**config.mk**
```make
export PLATFORM = sky130hd
export DESIGN_NAME = io_load_sequencer
export DESIGN_NICKNAME = d
export VERILOG_FILES = /design/src/rtl/io_load_sequencer.sv
export SDC_FILE = /design/constraint.sdc
export NUM_CORES = 1
export LEC_CHECK = 0
export ABC_AREA = 1
export CELL_PAD_IN_SITES_DETAIL_PLACEMENT = 0
export CELL_PAD_IN_SITES_GLOBAL_PLACEMENT = 1
export CORE_MARGIN = 1.5
export CORE_UTILIZATION = 37
export DETAILED_ROUTE_END_ITERATION = 6
export PLACE_DENSITY_LB_ADDON = 0.08
export SETUP_SLACK_MARGIN = 0.1
export SLEW_MARGIN = 25
export SYNTH_ARGS = -nofsm -noshare
export SYNTH_HDL_FRONTEND = slang
export SYNTH_SLANG_ARGS = --single-unit
export TNS_END_PERCENT = 50
```
**constraint.sdc**
```tcl
create_clock -name clk -period 3.55 [get_ports clk]
set_input_delay 0.5325 -clock clk [delete_from_list [all_inputs] [get_ports clk]]
set_output_delay 0.5325 -clock clk [all_outputs]
set_load 0.03 [all_outputs]
```
**src/rtl/io_load_sequencer.sv**
```systemverilog
// -----------------------------------------------------------------------------
// io_load_sequencer
//
// Boot-time loader for the UART word stream. After reset it consumes:
//   instruction count NI, NI instruction words   -> instr memory
//   data count ND,        ND data words          -> cache (req/ack handshake)
// then sends one status byte on the TX path. On success the core stall is
// released and every later word is forwarded to the core input buffer; on a
// header error a NAK byte is sent and the block parks until reset.
//
// Optional feature (macro LOAD_CHECKSUM_EN): one extra word after the data
// body carries the 32-bit wrapping sum of all body words. A mismatch is
// treated like a header error.
//
// Ports:
//   clk, rstn                    clock, asynchronous active-low reset
//   rdata_buf, rdata_buf_ready   received word and its one-cycle strobe
//   instr_we/addr/wd             instr memory write (combinational from strobe)
//   cache_init_done              cache can accept writes
//   data_req/addr/wd, data_ack   cache write request held until ack pulse
//   tx_data, tx_valid, tx_busy   status byte to the transmitter
//   input_wd, input_we           forwarded word to the core input buffer
//   io_stall                     core held while 1
//   overrun                      sticky: a word was dropped
//   load_err                     sticky: header (or checksum) error
// -----------------------------------------------------------------------------
module io_load_sequencer #(
  parameter logic [31:0] INSTR_BASE = 32'h0,
  parameter logic [31:0] DATA_BASE  = 32'h40000,
  parameter logic [31:0] MAX_WORDS  = 32'h10000,
  parameter logic [7:0]  ACK_BYTE   = 8'hAA,
  parameter logic [7:0]  NAK_BYTE   = 8'h55
) (
  input  logic        clk,
  input  logic        rstn,
  input  logic [31:0] rdata_buf,
  input  logic        rdata_buf_ready,
  output logic        instr_we,
  output logic [31:0] instr_addr,
  output logic [31:0] instr_wd,
  input  logic        cache_init_done,
  output logic        data_req,
  output logic [31:0] data_addr,
  output logic [31:0] data_wd,
  input  logic        data_ack,
  output logic [7:0]  tx_data,
  output logic        tx_valid,
  input  logic        tx_busy,
  output logic [31:0] input_wd,
  output logic        input_we,
  output logic        io_stall,
  output logic        overrun,
  output logic        load_err
);

  typedef enum logic [3:0] {
    S_IHDR,
    S_IBODY,
    S_DHDR,
    S_DBODY,
`ifdef LOAD_CHECKSUM_EN
    S_CSUM,
`endif
    S_CWAIT,
    S_ACK,
    S_NAK,
    S_RUN,
    S_ERR
  } state_t;

  state_t      state_q;
  logic [31:0] instr_addr_q;
  logic [31:0] ni_q;
  logic [31:0] nd_q;
  logic [31:0] rcv_q;       // body words counted in the current phase
  logic [31:0] resolved_q;  // data words acked or dropped
  logic        skid_vld_q;
  logic [31:0] skid_data_q;
`ifdef LOAD_CHECKSUM_EN
  logic [31:0] csum_q;
`endif

  // Data-body steering decisions for the current cycle
  logic        port_free;
  logic        ack_fire;
  logic        take;
  logic        extra;
  logic        drain;
  logic        direct;
  logic        to_skid;
  logic        drop;
  logic [31:0] resolved_nxt;

  // One idle cycle after each ack: the port is only free once data_req is low.
  assign port_free = cache_init_done && !data_req;

  // Pass-through paths are combinational from the strobe
  assign instr_we   = (state_q == S_IBODY) && rdata_buf_ready;
  assign instr_addr = instr_addr_q;
  assign instr_wd   = rdata_buf;
  assign input_we   = (state_q == S_RUN) && rdata_buf_ready;
  assign input_wd   = rdata_buf;

  always_comb begin
    ack_fire     = 1'b0;
    take         = 1'b0;
    extra        = 1'b0;
    drain        = 1'b0;
    direct       = 1'b0;
    to_skid      = 1'b0;
    drop         = 1'b0;
    resolved_nxt = resolved_q;
    if (state_q == S_DBODY) begin
      ack_fire = data_req && data_ack;
      // Words beyond ND are not part of the body; they are dropped uncounted.
      take     = rdata_buf_ready && (rcv_q != nd_q);
      extra    = rdata_buf_ready && (rcv_q == nd_q);
      drain    = port_free && skid_vld_q;
      // A word may bypass the skid only when nothing older is waiting.
      direct   = take && port_free && !skid_vld_q;
      // The skid accepts a word if empty or if it is emptying this cycle;
      // it is never overwritten while still holding an undrained word.
      to_skid  = take && !direct && (!skid_vld_q || drain);
      drop     = take && !direct && !to_skid;
      resolved_nxt = resolved_q + {31'd0, ack_fire} + {31'd0, drop};
    end
  end

  // --- control / FSM stage ---
  always_ff @(posedge clk or negedge rstn) begin
    if (!rstn) begin
      state_q      <= S_IHDR;
      instr_addr_q <= INSTR_BASE;
      data_addr    <= DATA_BASE;
      ni_q         <= '0;
      nd_q         <= '0;
      rcv_q        <= '0;
      resolved_q   <= '0;
      skid_vld_q   <= 1'b0;
      data_req     <= 1'b0;
      tx_valid     <= 1'b0;
      tx_data      <= 8'h00;
      io_stall     <= 1'b1;
      overrun      <= 1'b0;
      load_err     <= 1'b0;
`ifdef LOAD_CHECKSUM_EN
      csum_q       <= '0;
`endif
    end else begin
      tx_valid <= 1'b0;
      case (state_q)
        S_IHDR: begin
          if (rdata_buf_ready) begin
            ni_q  <= rdata_buf;
            rcv_q <= '0;
            if (rdata_buf > MAX_WORDS) begin
              load_err <= 1'b1;
              state_q  <= S_NAK;
            end else if (rdata_buf == '0) begin
              state_q <= S_DHDR;
            end else begin
              state_q <= S_IBODY;
            end
          end
        end

        S_IBODY: begin
          if (rdata_buf_ready) begin
            instr_addr_q <= instr_addr_q + 32'd4;
            rcv_q        <= rcv_q + 32'd1;
`ifdef LOAD_CHECKSUM_EN
            csum_q       <= csum_q + rdata_buf;
`endif
            if (rcv_q + 32'd1 == ni_q) state_q <= S_DHDR;
          end
        end

        S_DHDR: begin
          if (rdata_buf_ready) begin
            nd_q       <= rdata_buf;
            rcv_q      <= '0;
            resolved_q <= '0;
            if (rdata_buf > MAX_WORDS) begin
              load_err <= 1'b1;
              state_q  <= S_NAK;
            end else if (rdata_buf == '0) begin
`ifdef LOAD_CHECKSUM_EN
              state_q <= S_CSUM;
`else
              state_q <= S_CWAIT;
`endif
            end else begin
              state_q <= S_DBODY;
            end
          end
        end

        S_DBODY: begin
          if (drain || direct) data_req <= 1'b1;
          else if (ack_fire)   data_req <= 1'b0;
          if (ack_fire) data_addr <= data_addr + 32'd4;
          if (to_skid)    skid_vld_q <= 1'b1;
          else if (drain) skid_vld_q <= 1'b0;
          if (drop || extra) overrun <= 1'b1;
          if (take) begin
            rcv_q <= rcv_q + 32'd1;
`ifdef LOAD_CHECKSUM_EN
            csum_q <= csum_q + rdata_buf;
`endif
          end
          resolved_q <= resolved_nxt;
          if (resolved_nxt == nd_q) begin
`ifdef LOAD_CHECKSUM_EN
            state_q <= S_CSUM;
`else
            state_q <= S_CWAIT;
`endif
          end
        end

`ifdef LOAD_CHECKSUM_EN
        S_CSUM: begin
          if (rdata_buf_ready) begin
            if (rdata_buf == csum_q) begin
              // CWAIT passes straight through once the cache is ready
              state_q <= S_CWAIT;
            end else begin
              load_err <= 1'b1;
              state_q  <= S_NAK;
            end
          end
        end
`endif

        S_CWAIT: begin
          if (rdata_buf_ready) overrun <= 1'b1;
          if (cache_init_done) state_q <= S_ACK;
        end

        S_ACK: begin
          if (rdata_buf_ready) overrun <= 1'b1;
          if (!tx_busy) begin
            tx_valid <= 1'b1;
            tx_data  <= ACK_BYTE;
            io_stall <= 1'b0;
            state_q  <= S_RUN;
          end
        end

        S_NAK: begin
          if (rdata_buf_ready) overrun <= 1'b1;
          if (!tx_busy) begin
            tx_valid <= 1'b1;
            tx_data  <= NAK_BYTE;
            state_q  <= S_ERR;
          end
        end

        S_RUN: begin
          io_stall <= 1'b0;
        end

        S_ERR: begin
          io_stall <= 1'b1;
        end

        default: begin
          state_q <= S_ERR;
        end
      endcase
    end
  end

  // --- data payload stage (no reset on payload registers) ---
  always_ff @(posedge clk) begin
    if (drain)       data_wd <= skid_data_q;
    else if (direct) data_wd <= rdata_buf;
    if (to_skid) skid_data_q <= rdata_buf;
  end

endmodule

```
## Word level (Yosys, flattened, before mapping)

Cells that the tools add are included.

| storage, ports and cells | value |
|---|---|
| logic and storage cells | 135 |
| memories kept | 0 |
| input port bits | 38 |
| memory bits (writable) | 0 |
| output and inout port bits | 175 |
| register bits | 274 |
| memory bits (read-only) | 0 |
| bits in latches | 0 |

| operators by class | value |
|---|---|
| reductions and logical operators | 46 |
| multiply operators | 0 |
| divide/modulo/power cells | 0 |
| add/sub/neg operators | 5 |
| bitwise gates (word level) | 1 |
| magnitude comparators | 1 |
| muxes and demuxes | 42 |
| equal/unequal tests | 24 |
| shift operators | 0 |

Operators by type and width:

| cell | number |
|---|---|
| $mux 32 | 6 |
| $eq 32x32->1 | 3 |
| $pmux 32 s3 | 1 |
| $add 32x1->32 | 2 |
| $add 32x3->32 const B | 2 |
| $pmux 32 s2 | 1 |
| $add 32x1->32 const B | 1 |
| $gt 32x17->1 const B | 1 |
| $logic_not 32->1 | 1 |
| $mux 4 | 8 |
| $ne 32x32->1 | 1 |
| $pmux 4 s8 | 1 |
| $eq 4x3->1 const B | 4 |
| $mux 1 | 16 |
| $mux 8 | 2 |
| $pmux 8 s2 | 1 |
| $reduce_and 2->1 | 8 |
| $ne 2x2->1 const B | 7 |
| $logic_and 1x1->1 | 12 |
| $reduce_bool 2->1 | 6 |
| $ne 2x1->1 const B | 5 |
| $mux 3 | 3 |
| $reduce_and 3->1 | 3 |
| $reduce_and 9->1 | 1 |
| 14 further kinds | 23 |

## Logic depth before layout (Yosys ltp)

Gate-level depths: netlist (run 1).

| depth | value |
|---|---|
| depth after elaboration | 14 |
| mapped depth | 27 |
| mapped depth without buffers | 27 |

## Least setup slack after synthesis (run 1)

No wires, ideal clock.

| path | value |
|---|---|
| path kind | register to register |
| from | register state_q[2] |
| to | register skid_data_q[0] (enable) |
| setup slack | -0.224 ns |
| arrival | 3.312 ns |
| library setup time | 0.463 ns |
| cell stages (with the launch flop) | 7 |
| required time | 3.087 ns |
| path buffers | 1 |
| clock period less this slack | 3.774 ns |
| path through | dfrtp_1 -> inv_1 -> nand2_1 -> nor2_4 -> buf_4 -> nand3_1 -> nor3_1 |

| on the way | value |
|---|---|
| cells in the longest elaborated chain, start to end | 2 |

RTL lines:

| what | RTL line | text |
|---|---|---|
| start: declaration | 71 | `state_t state_q;` |
| start signal: assignment | 132 | `state_q <= S_IHDR;` |
| start signal: assignment | 158 | `state_q <= S_NAK;` |
| start signal: assignment | 160 | `state_q <= S_DHDR;` |
| $eq 4x2->1 | 113 | `if (state_q == S_DBODY) begin` |
| $mux 1 | 113 |  |
| named net to_skid | 90 | `logic to_skid;` |
| end signal: assignment | 278 | `if (to_skid) skid_data_q <= rdata_buf;` |
| end: declaration | 78 | `logic [31:0] skid_data_q;` |

The timed path passes the listed nets, and every way through them passes these cells.
A chain may end at the register's enable or synchronous reset.

## Worst setup path after layout (run 1)

| path | value |
|---|---|
| from | register rcv_q[27] |
| to | register state_q[0] |

| on the way | value |
|---|---|
| cells in the longest elaborated chain, start to end | 14 |
| elaborated cells between the ends (all ways) | 17 |
| classes of those cells | add/sub: 2; eq/ne: 5; mux: 1; reduce/logical: 9 |

RTL lines:

| what | RTL line | text |
|---|---|---|
| start: declaration | 75 | `logic [31:0] rcv_q;` |
| start signal: assignment | 170 | `rcv_q <= rcv_q + 32'd1;` |
| start signal: assignment | 206 | `rcv_q <= rcv_q + 32'd1;` |
| $ne 32x32->1 | 116 | `take = rdata_buf_ready && (rcv_q != nd_q);` |
| $logic_and 1x1->1 | 116 |  |
| $logic_and 1x1->1 (2 in series) | 120 | `direct = take && port_free && !skid_vld_q;` |
| $logic_not 1->1 | 123, 124 |  |
| $logic_and 1x1->1 | 123, 124 |  |
| $logic_and 1x1->1 | 123 | `to_skid = take && !direct && (!skid_vld_q \|\| drain);` |
| $logic_not 1->1 | 124 | `drop = take && !direct && !to_skid;` |
| $logic_and 1x1->1 | 124 |  |
| $add 32x1->32 | 125 | `resolved_nxt = resolved_q + {31'd0, ack_fire} + {31'd0, drop};` |
| $mux 32 | 113 |  |
| $eq 32x32->1 | 212 | `if (resolved_nxt == nd_q) begin` |
| $ne 2x1->1 (no source line) | -- |  |
| $reduce_and 9->1 (no source line) (*) | -- |  |
| end signal: assignment | 132 |  |
| end signal: assignment | 216 | `state_q <= S_CWAIT;` |
| end signal: assignment | 237 | `if (cache_init_done) state_q <= S_ACK;` |

Mark *: on every way between the ends. The rest lies on a longest branch, timed or not.

==> flow_summary.json, run 1 <==
{
  "drtAntennaViolNets": 0,
  "maxSlewHeadroom_pct": 54.0,
  "synth_cells": 1839,
  "p_per_area_nw_per_um2": 367,
  "tightest_slew_ns": 0.684,
  "gr-total-overflow": 0,
  "synth_area_um2": 14800,
  "diodes": 0,
  "clkSlewWorstSetupHoldPaths_ns": 0.06,
  "route.detailed.drc": 0,
  "cts.sink_count": 264,
  "multi_input_area_um2": 6690,
  "p_leak_nw": 8.66,
  "yosysSeqAreaShare_pct": 47.0,
  "post-route-period-util_pct": 103,
  "hold_slack_ns": 0.00600,
  "maxCapViolations": 0,
  "rsz0062_at_grt": "true",
  "wl_per_cell_um": 17.4,
  "die_w_um": 203,
  "critPathRequiredTime_ns": 3.98,
  "die_area_um2": 41100,
  "setup_tns_ns": -0.267,
  "finish.utilization_pct": 49.7,
  "clk_latency_ns": 0.55,
  "vias": 13000,
  "fillers": 3831,
  "start_util_pct": 37.8,
  "dp_cells": 2603,
  "grt_max_degree": 75,
  "synth-main-ff-cell": "dfrtp_1",
  "timing.rr.start": "rcv_q[27]",
  "path_class": "reg2reg",
  "drt_iter0_drc": 819,
  "die_h_um": 203,
  "fin_ws_ns": -0.0952,
  "synth_enable_flop_cells": 64,
  "yosysUniqueCellTypes": 52,
  "num_rows": 72,
  "synth_top_area_cell": "dfrtp_1",
  "cp.arrival_ns": 4.07,
  "postSynth.asyncResetShare_pct": 75.8,
  "grt_first_pass_wirelength_um": 72100,
  "yosysTopAreaCellShare_pct": 33.6,
  "layout_common_cells": "551 x nand2_1, 207 x clkdlybuf4s50_1, 197 x dfrtp_1, 188 x inv_1, 151 x buf_4",
  "place_congestion": 0.910,
  "irDropWorstVdd_mv": 0.288,
  "drive_gt1_share_pct": 15.2,
  "slew_viol_final": 0,
  "fmax_mhz": 274,
  "avgSynthCellArea_um2": 8.02,
  "antenna_found_initial": 0,
  "place.detailed.hpwl_um": 35200,
  "rrSetupSlack_ns": -0.1,
  "startpoint_type": "flip-flop",
  "cts_tree": "yes",
  "routed_wl_um": 46500,
  "synth_area_leaders": "dfrtp_1 34%, nand2_1 14%, edfxtp_1 13%",
  "htreeDepth": 2,
  "setup_viol": 4,
  "coreArea_um2": 39000,
  "portBuffers": 208,
  "yosysWarnings": 0,
  "regArea_um2": 6930,
  "syn_to_final_growth_pct": 31.3,
  "period_needed_ns": 3.65,
  "cp-end-kind": "flip-flop",
  "vias_per_cell": 4.89,
  "status": "finished, violations left",
  "cts-root-buf": "clkbuf_16",
  "layout.nets": 2169,
  "final_common_cell": "nand2_1",
  "r2r-end": "state_q[0]",
  "synth-seq-cells": 264,
  "clock_path_buffers": 3,
  "hold_class": "in2async",
  "stdcell_count": 2669,
  "violations": "setup timing",
  "path_max_fanout": 7,
  "cts_buffers": 34,
  "finalHoldViolCount": 0,
  "cts_hold_buf": 0,
  "ios": 213,
  "power_w": 0.00712,
  "clock_skew_ns": 0.0178,
  "grt_pass1_vias": 12800,
  "r2r_cells": 25,
  "grt_use_total_pct": 22.7,
  "firstDrtPassIters": 7
}
-- where the power goes --
group	internal, W	switching [W]	total (W)
combinational	0.000209	0.000311	0.000520
sequential	0.00314	0.0000252	0.00316
clock	0.00204	0.00140	0.00344
total	0.00539	0.00174	0.00712
-- state kept, by name, summed over array words and instances, names as in the netlist, 2 cells and up --
register and count:
data_wd 32, data_addr 30, rcv_q 32, ni_q 32, tx_data 2, instr_addr 30
state_q 4, nd_q 32, resolved_q 32, skid_data_q 32
-- final cells by class --
type	instances	share of cell area [%]
multi-input cells	1269	34.5
clock inverters	12	0.536
repair buffers	362	16.9
flip-flops and latches	264	35.8
well taps	518	3.34
inverters	195	3.79
clock buffers	49	5.15
-- critical path, stage by stage, from the launching register on --
cell	delay, ns
dfrtp_1	0.42
xnor2_2	0.24
nand4_1	0.16
nor4_2	0.29
buf_4	0.17
nand3_4	0.09
nand2_2	0.09
nor2_2	0.05
fa_2	0.40
buf_6	0.14
inv_4	0.05
nor2_4	0.04
nand4_1	0.20
nor2_4	0.11
nand2_2	0.10
nand2_2	0.06
nand2_1	0.07
nand2_1	0.05
nor2_1	0.12
nand3_1	0.09
nor2_2	0.17
nand3_4	0.11
nand2_4	0.11
nand2_4	0.07
nand2_2	0.07
nand2_2	0.05
-- routing by layer --
metal | part of all wire [%] | track usage (%) | vias up
met5 | 0 | 0 | -
met1 | 43 | 29.8 | 6236
met3 | 4.9 | 3.07 | 59
li1 | - | - | 6431
met2 | 49 | 38.4 | 315
met4 | 2.8 | 8.17 | 0
-- metrics by stage --
stage	worst slack (ns)	cell area, um^2
finish	-0.0952	19400
global route	-0.344	19400
CTS	-0.104	19300
detailed placement	-0.628	17900
global placement	-0.615	17900
floorplan	0.312	14800
-- worst max path at each step --
stage                               start         end  slack (ns)  depth (start not counted)
after floorplan                  rcv_q[8]  state_q[0]        0.31                         27
after global placement    cache_init_done  state_q[1]       -0.62                         24
after detailed placement  cache_init_done  state_q[0]       -0.63                         24
after CTS                       rcv_q[24]  state_q[0]       -0.10                         25
after global routing            rcv_q[25]  state_q[0]       -0.34                         27
final                           rcv_q[27]  state_q[0]        -0.1                         25
-- synth_stat cells (all sizes together) (11+ instances only) --
cell,instances
o22ai,16
nor4,11
nand3,123
clkbuf,31
nand4,31
edfxtp,64
nand2,579
o21ai,158
xor2,51
nand3b,19
nor2,169
dfrtp,198
buf,83
nor3,24
inv,194
xnor2,50
-- kinds of logic after synthesis --
family,count (synthesis),synth area share [%]
AOI/OAI and AO/OA,195,7.11
xor gates and xnor gates,104,6.45
adders and majority gates,5,0.475
buffers and inverters,309,9.87
DFF,264,47.0
other,1,0.0254
and+or+nand+nor,961,29.1
-- repair_timing --
| action | 4_1_cts | 5_1_grt |
|---|---|---|
| setup endpoints to repair | 4 | 4 |
| buffers inserted | 3 | 2 |
| pin swaps | 20 | 18 |
| gates resized for setup | 44 | 21 |
(Power assumes the default switching activity.)
==> run 2: changes to the inputs <==
- CORE_UTILIZATION: 37 -> 38
- CTS_BUF_LIST: default -> sky130_fd_sc_hd__clkbuf_8
==> flow_summary.json, run 2 (synthesis results as in run 1) <==
{
  "layout_common_cells": "549 x nand2_1, 207 x clkdlybuf4s50_1, 205 x inv_1, 198 x dfrtp_1, 159 x buf_4",
  "tightest_slew_ns": 0.641,
  "grt_use_total_pct": 24.1,
  "timing.rr.start": "nd_q[28]",
  "violations": "setup timing",
  "clk_latency_ns": 0.63,
  "maxCapViolations": 0,
  "drive_gt1_share_pct": 16.3,
  "clkSlewWorstSetupHoldPaths_ns": 0.06,
  "cts-root-buf": "clkbuf_8",
  "critPathRequiredTime_ns": 4.07,
  "die_h_um": 200,
  "p_per_area_nw_per_um2": 350,
  "place_congestion": 0.903,
  "status": "finished, violations left",
  "path_common_cell": "nand2_4",
  "rrSetupSlack_ns": -0.17,
  "place.detailed.hpwl_um": 35900,
  "slowest_delay_ns": 0.41,
  "firstDrtPassIters": 6,
  "stdcell_count": 2711,
  "num_rows": 72,
  "antenna_found_initial": 0,
  "startpoint_type": "flip-flop",
  "htreeDepth": 2,
  "drt_iter0_drc": 796,
  "vias_per_cell": 4.82,
  "p_leak_nw": 8.76,
  "clock_skew_ns": 0.0191,
  "maxSlewHeadroom_pct": 57.3,
  "diodes": 0,
  "wl_per_cell_um": 17.4,
  "path_max_fanout": 5,
  "die_area_um2": 40000,
  "r2r_cells": 23,
  "crit_start": "nd_q[28]",
  "vias": 13100,
  "finalHoldViolCount": 0,
  "cp.arrival_ns": 4.24,
  "setup_viol": 4,
  "post-place-ws_ns": -0.692,
  "cts.sink_count": 264,
  "r2r-end": "state_q[1]",
  "irDropWorstVdd_mv": 0.290,
  "ios": 213,
  "drtAntennaViolNets": 0,
  "critPathSlowestCell": "dfrtp_1",
  "clock_path_buffers": 3,
  "hold_class": "in2async",
  "syn_to_final_growth_pct": 31.2,
  "slew_viol_final": 0,
  "path_cells": "xnor2_2 > nand4_1 > nor4_2 > buf_4 > nand3_4 > nand2_2 > nor2_2 > fa_2 > ha_4 > nand2_4 > inv_1 > o21ai_1 > o21ai_1 > xor2_1 > nand2_1 > nor2_1 > nand3_1 > nor2_2 > nand3_4 > nand2_4 > nand2_4 > nand2_2 > nand2_1",
  "layout.nets": 2194,
  "path_class": "reg2reg",
  "grt_max_degree": 72,
  "coreArea_um2": 38500,
  "start_util_pct": 38.4,
  "period_needed_ns": 3.72,
  "die_w_um": 200,
  "route.detailed.drc": 0,
  "routed_wl_um": 47200,
  "gr-total-overflow": 0,
  "fin_ws_ns": -0.172,
  "portBuffers": 208,
  "post-route-period-util_pct": 105,
  "grt_pass1_vias": 12700,
  "grt_first_pass_wirelength_um": 72100,
  "cts_buffers": 50,
  "rsz0062_at_grt": "true",
  "final_common_cell": "nand2_1",
  "cp-end-kind": "flip-flop",
  "cts_tree": "yes",
  "dp_cells": 2614,
  "hold_slack_ns": 0.464,
  "fmax_mhz": 269
}
==> run 2: changes by cell type in the layout (fill, tap and decap cells not counted), moves of 7 or more <==
cell,delta
inv_1,+17
clkbuf_1,-7
clkbuf_8,+53
clkbuf_16,-35
buf_4,+8
==> run 2: worst max path at each step <==
stage                  to  slack (ns)  cells past startpoint
2_1_floorplan  state_q[0]        0.31                     27
3_5_place_dp   state_q[1]       -0.69                     25
4_1_cts        state_q[1]       -0.13                     25
5_1_grt        state_q[1]       -0.34                     28
3_3_place_gp   state_q[1]       -0.62                     26
6_report       state_q[1]       -0.17                     23
==> run 2: critical path, delay by kind of cell (launching register included) <==
family,cells,cell delay (ns)
AOI/OAI and AO/OA,2,0.24
buffers and inverters,2,0.21
xor gates and xnor gates,2,0.39
and+or+nand+nor,15,1.73
DFF,1,0.41
adders and majority gates,2,0.61
==> run 2: power breakdown <==
group / internal [W] / switching [W]
Combinational: 0.000213 / 0.000315
Sequential: 0.00314 / 0.0000239
Clock: 0.00168 / 0.00140
Total: 0.00504 / 0.00174
==> run 2: cell type report <==
| cell class | instances | area (um^2) |
|---|---|---|
| Fill cell | 3844 | 19100 |
| Sequential cell | 264 | 6930 |
| Multi-Input combinational cell | 1269 | 6680 |
| Timing Repair Buffer | 371 | 3340 |
| Clock buffer | 60 | 826 |
| Inverter | 195 | 734 |
| Tap cell | 518 | 648 |
| Clock inverter | 34 | 203 |
==> run 2: timing repair <==
| action | in CTS | in global routing |
|---|---|---|
| setup buffers | 1 | 1 |
| gates resized for setup | 44 | 20 |
| hold buffers | 1 | 0 |
| endpoints found under the hold margin | 64 | 0 |
| endpoints found under the setup margin | 6 | 4 |
| pin swaps | 22 | 22 |
==> run 2: per-stage QoR <==
| stage | setup TNS (ns) | utilization, % | cell area [um^2] | total power [W] |
|---|---|---|---|---|
| finish | -0.614 | 50.3 | 19400 | 0.00677 |
| global route | -1.30 | 50.3 | 19400 | 0.00707 |
| CTS | -0.399 | 50.1 | 19300 | 0.00689 |
| detailed placement | -2.64 | 46.9 | 18000 | 0.00374 |
| global placement | -2.38 | 46.9 | 18000 | 0.00374 |
| floorplan | 0 | - | 14800 | 0.00347 |
==> run 2: layer usage <==
layer	vias up	track usage, %	wire, um
li1	6494	-	-
met1	6204	31.6	20700
met2	311	40.5	23200
met3	71	4.03	2070
met4	0	7.63	1180
met5	-	0	0
==> run 3: changes to the inputs <==
- CORE_MARGIN: 1.5 -> default
==> flow_summary.json, run 3 (synthesis results as in run 1) <==
{
  "die_area_um2": 39600,
  "grt_use_total_pct": 24.1,
  "grt_pass1_vias": 13200,
  "final_common_cell": "nand2_1",
  "clkSlewWorstSetupHoldPaths_ns": 0.06,
  "worst-path-buf-inv": 4,
  "drtAntennaViolNets": 0,
  "tightest_slew_ns": 0.618,
  "start_util_pct": 38.9,
  "wl_per_cell_um": 17.2,
  "fmax_mhz": 271,
  "fin_ws_ns": -0.135,
  "portBuffers": 208,
  "drt_iter0_drc": 762,
  "antenna_found_initial": 0,
  "hold_class": "in2async",
  "clk_latency_ns": 0.63,
  "p_per_area_nw_per_um2": 349,
  "vias": 13000,
  "clkPwrFrac_pct": 45.3,
  "intPower_w": 0.00503,
  "crit_start": "rcv_q[2]",
  "num_rows": 71,
  "cts.sink_count": 264,
  "slew_viol_final": 0,
  "period_needed_ns": 3.69,
  "timing.rr.start": "rcv_q[2]",
  "path_common_cell": "nand2_1",
  "p_seq_share_pct": 46.8,
  "path_max_fanout": 5,
  "clock_skew_ns": 0.0346,
  "pwr-share-comb_pct": 7.9,
  "cts_buffers": 49,
  "gr-total-overflow": 0,
  "finalHoldViolCount": 0,
  "critPathSlowestCell": "dfrtp_1",
  "r2r-end": "state_q[0]",
  "violations": "setup timing",
  "routed_wl_um": 46500,
  "ios": 213,
  "place.detailed.hpwl_um": 35200,
  "drive_gt1_share_pct": 16.3,
  "power_w": 0.00676,
  "critPathRequiredTime_ns": 4.06,
  "place_congestion": 0.907,
  "irDropWorstVdd_mv": 0.234,
  "die_h_um": 199,
  "diodes": 0,
  "status": "finished, violations left",
  "setup_viol": 4,
  "clock_path_buffers": 3,
  "die_w_um": 199,
  "rsz0062_at_grt": "true",
  "cts-root-buf": "clkbuf_8",
  "grt_max_degree": 68,
  "maxSlewHeadroom_pct": 58.5,
  "switching_share_pct": 25.6,
  "startpoint_type": "flip-flop",
  "rrSetupSlack_ns": -0.14,
  "r2r_cells": 25,
  "syn_to_final_growth_pct": 31.3,
  "p_sw_w": 0.00173,
  "setup_tns_ns": -0.436,
  "post-route-period-util_pct": 104,
  "cts_tree": "yes",
  "slowest_delay_ns": 0.42,
  "grt_first_pass_wirelength_um": 72200,
  "cp.arrival_ns": 4.19,
  "coreArea_um2": 37900,
  "maxCapViolations": 0,
  "htreeDepth": 2,
  "vias_per_cell": 4.83,
  "layout_common_cells": "552 x nand2_1, 207 x clkdlybuf4s50_1, 201 x inv_1, 197 x dfrtp_1, 159 x buf_4",
  "route.detailed.drc": 0,
  "cp-end-kind": "flip-flop",
  "firstDrtPassIters": 7,
  "hold_slack_ns": 0.465,
  "path_depth": 25,
  "worstSetupEndpoint": "state_q[0]",
  "p_leak_nw": 8.73,
  "crit_family": "simple AND/OR/NAND/NOR gates",
  "layout.nets": 2193,
  "path_class": "reg2reg"
}
run 3: worst min-delay path by stage:
stage	endpoint	slack [ns]	cells after the start
floorplan	data_addr[10]	0.24	0
global placement	data_addr[31]	0.46	1
detailed placement	overrun	0.47	1
CTS	resolved_q[27]	0.46	2
global route	overrun	0.50	1
finish	resolved_q[30]	0.46	2
run 3: final cells by class:
| type | instances | area, um^2 |
|---|---|---|
| Fill cell | 3725 | 18600 |
| Sequential cell | 264 | 6930 |
| Multi-Input combinational cell | 1269 | 6730 |
| Timing Repair Buffer | 371 | 3340 |
| Clock buffer | 56 | 771 |
| Inverter | 195 | 732 |
| Tap cell | 511 | 639 |
| Clock inverter | 35 | 240 |
run 3: metal layers:
layer	up-vias	part of all wire, %	track usage [%]
met3	59	4.6	3.76
met4	0	2.4	7.75
met5	-	0	0
li1	6485	-	-
met2	319	49	41.1
met1	6175	44	31.1
run 3: repair_timing:
item                                    in CTS  in global routing
gates cloned                                 0                  0
setup buffers                                4                  3
endpoints found under the setup margin       6                  4
gates resized for setup                     41                 27
hold buffers                                 1                  0
endpoints found under the hold margin       52                  0
pin swaps                                   18                 23
run 3: power groups by stage:
stage	logic [W]	clock network, W	registers, W
2_1_floorplan	0.000249	0	0.00322
3_3_place_gp	0.000522	0	0.00322
3_5_place_dp	0.000523	0	0.00322
4_1_cts	0.000537	0.00314	0.00316
5_1_grt	0.000577	0.00328	0.00317
6_report	0.000533	0.00306	0.00316
run 3: stage by stage:
| stage | cell area (um^2) | util (%) | worst slack [ns] | cells |
|---|---|---|---|---|
| after floorplan | 14800 | - | 0.312 | 1842 |
| after global placement | 18000 | 47.4 | -0.595 | 2602 |
| after detailed placement | 18000 | 47.4 | -0.657 | 2602 |
| after CTS | 19200 | 50.7 | -0.139 | 2698 |
| after global routing | 19400 | 51.1 | -0.374 | 2701 |
| final | 19400 | 51.1 | -0.135 | 2701 |
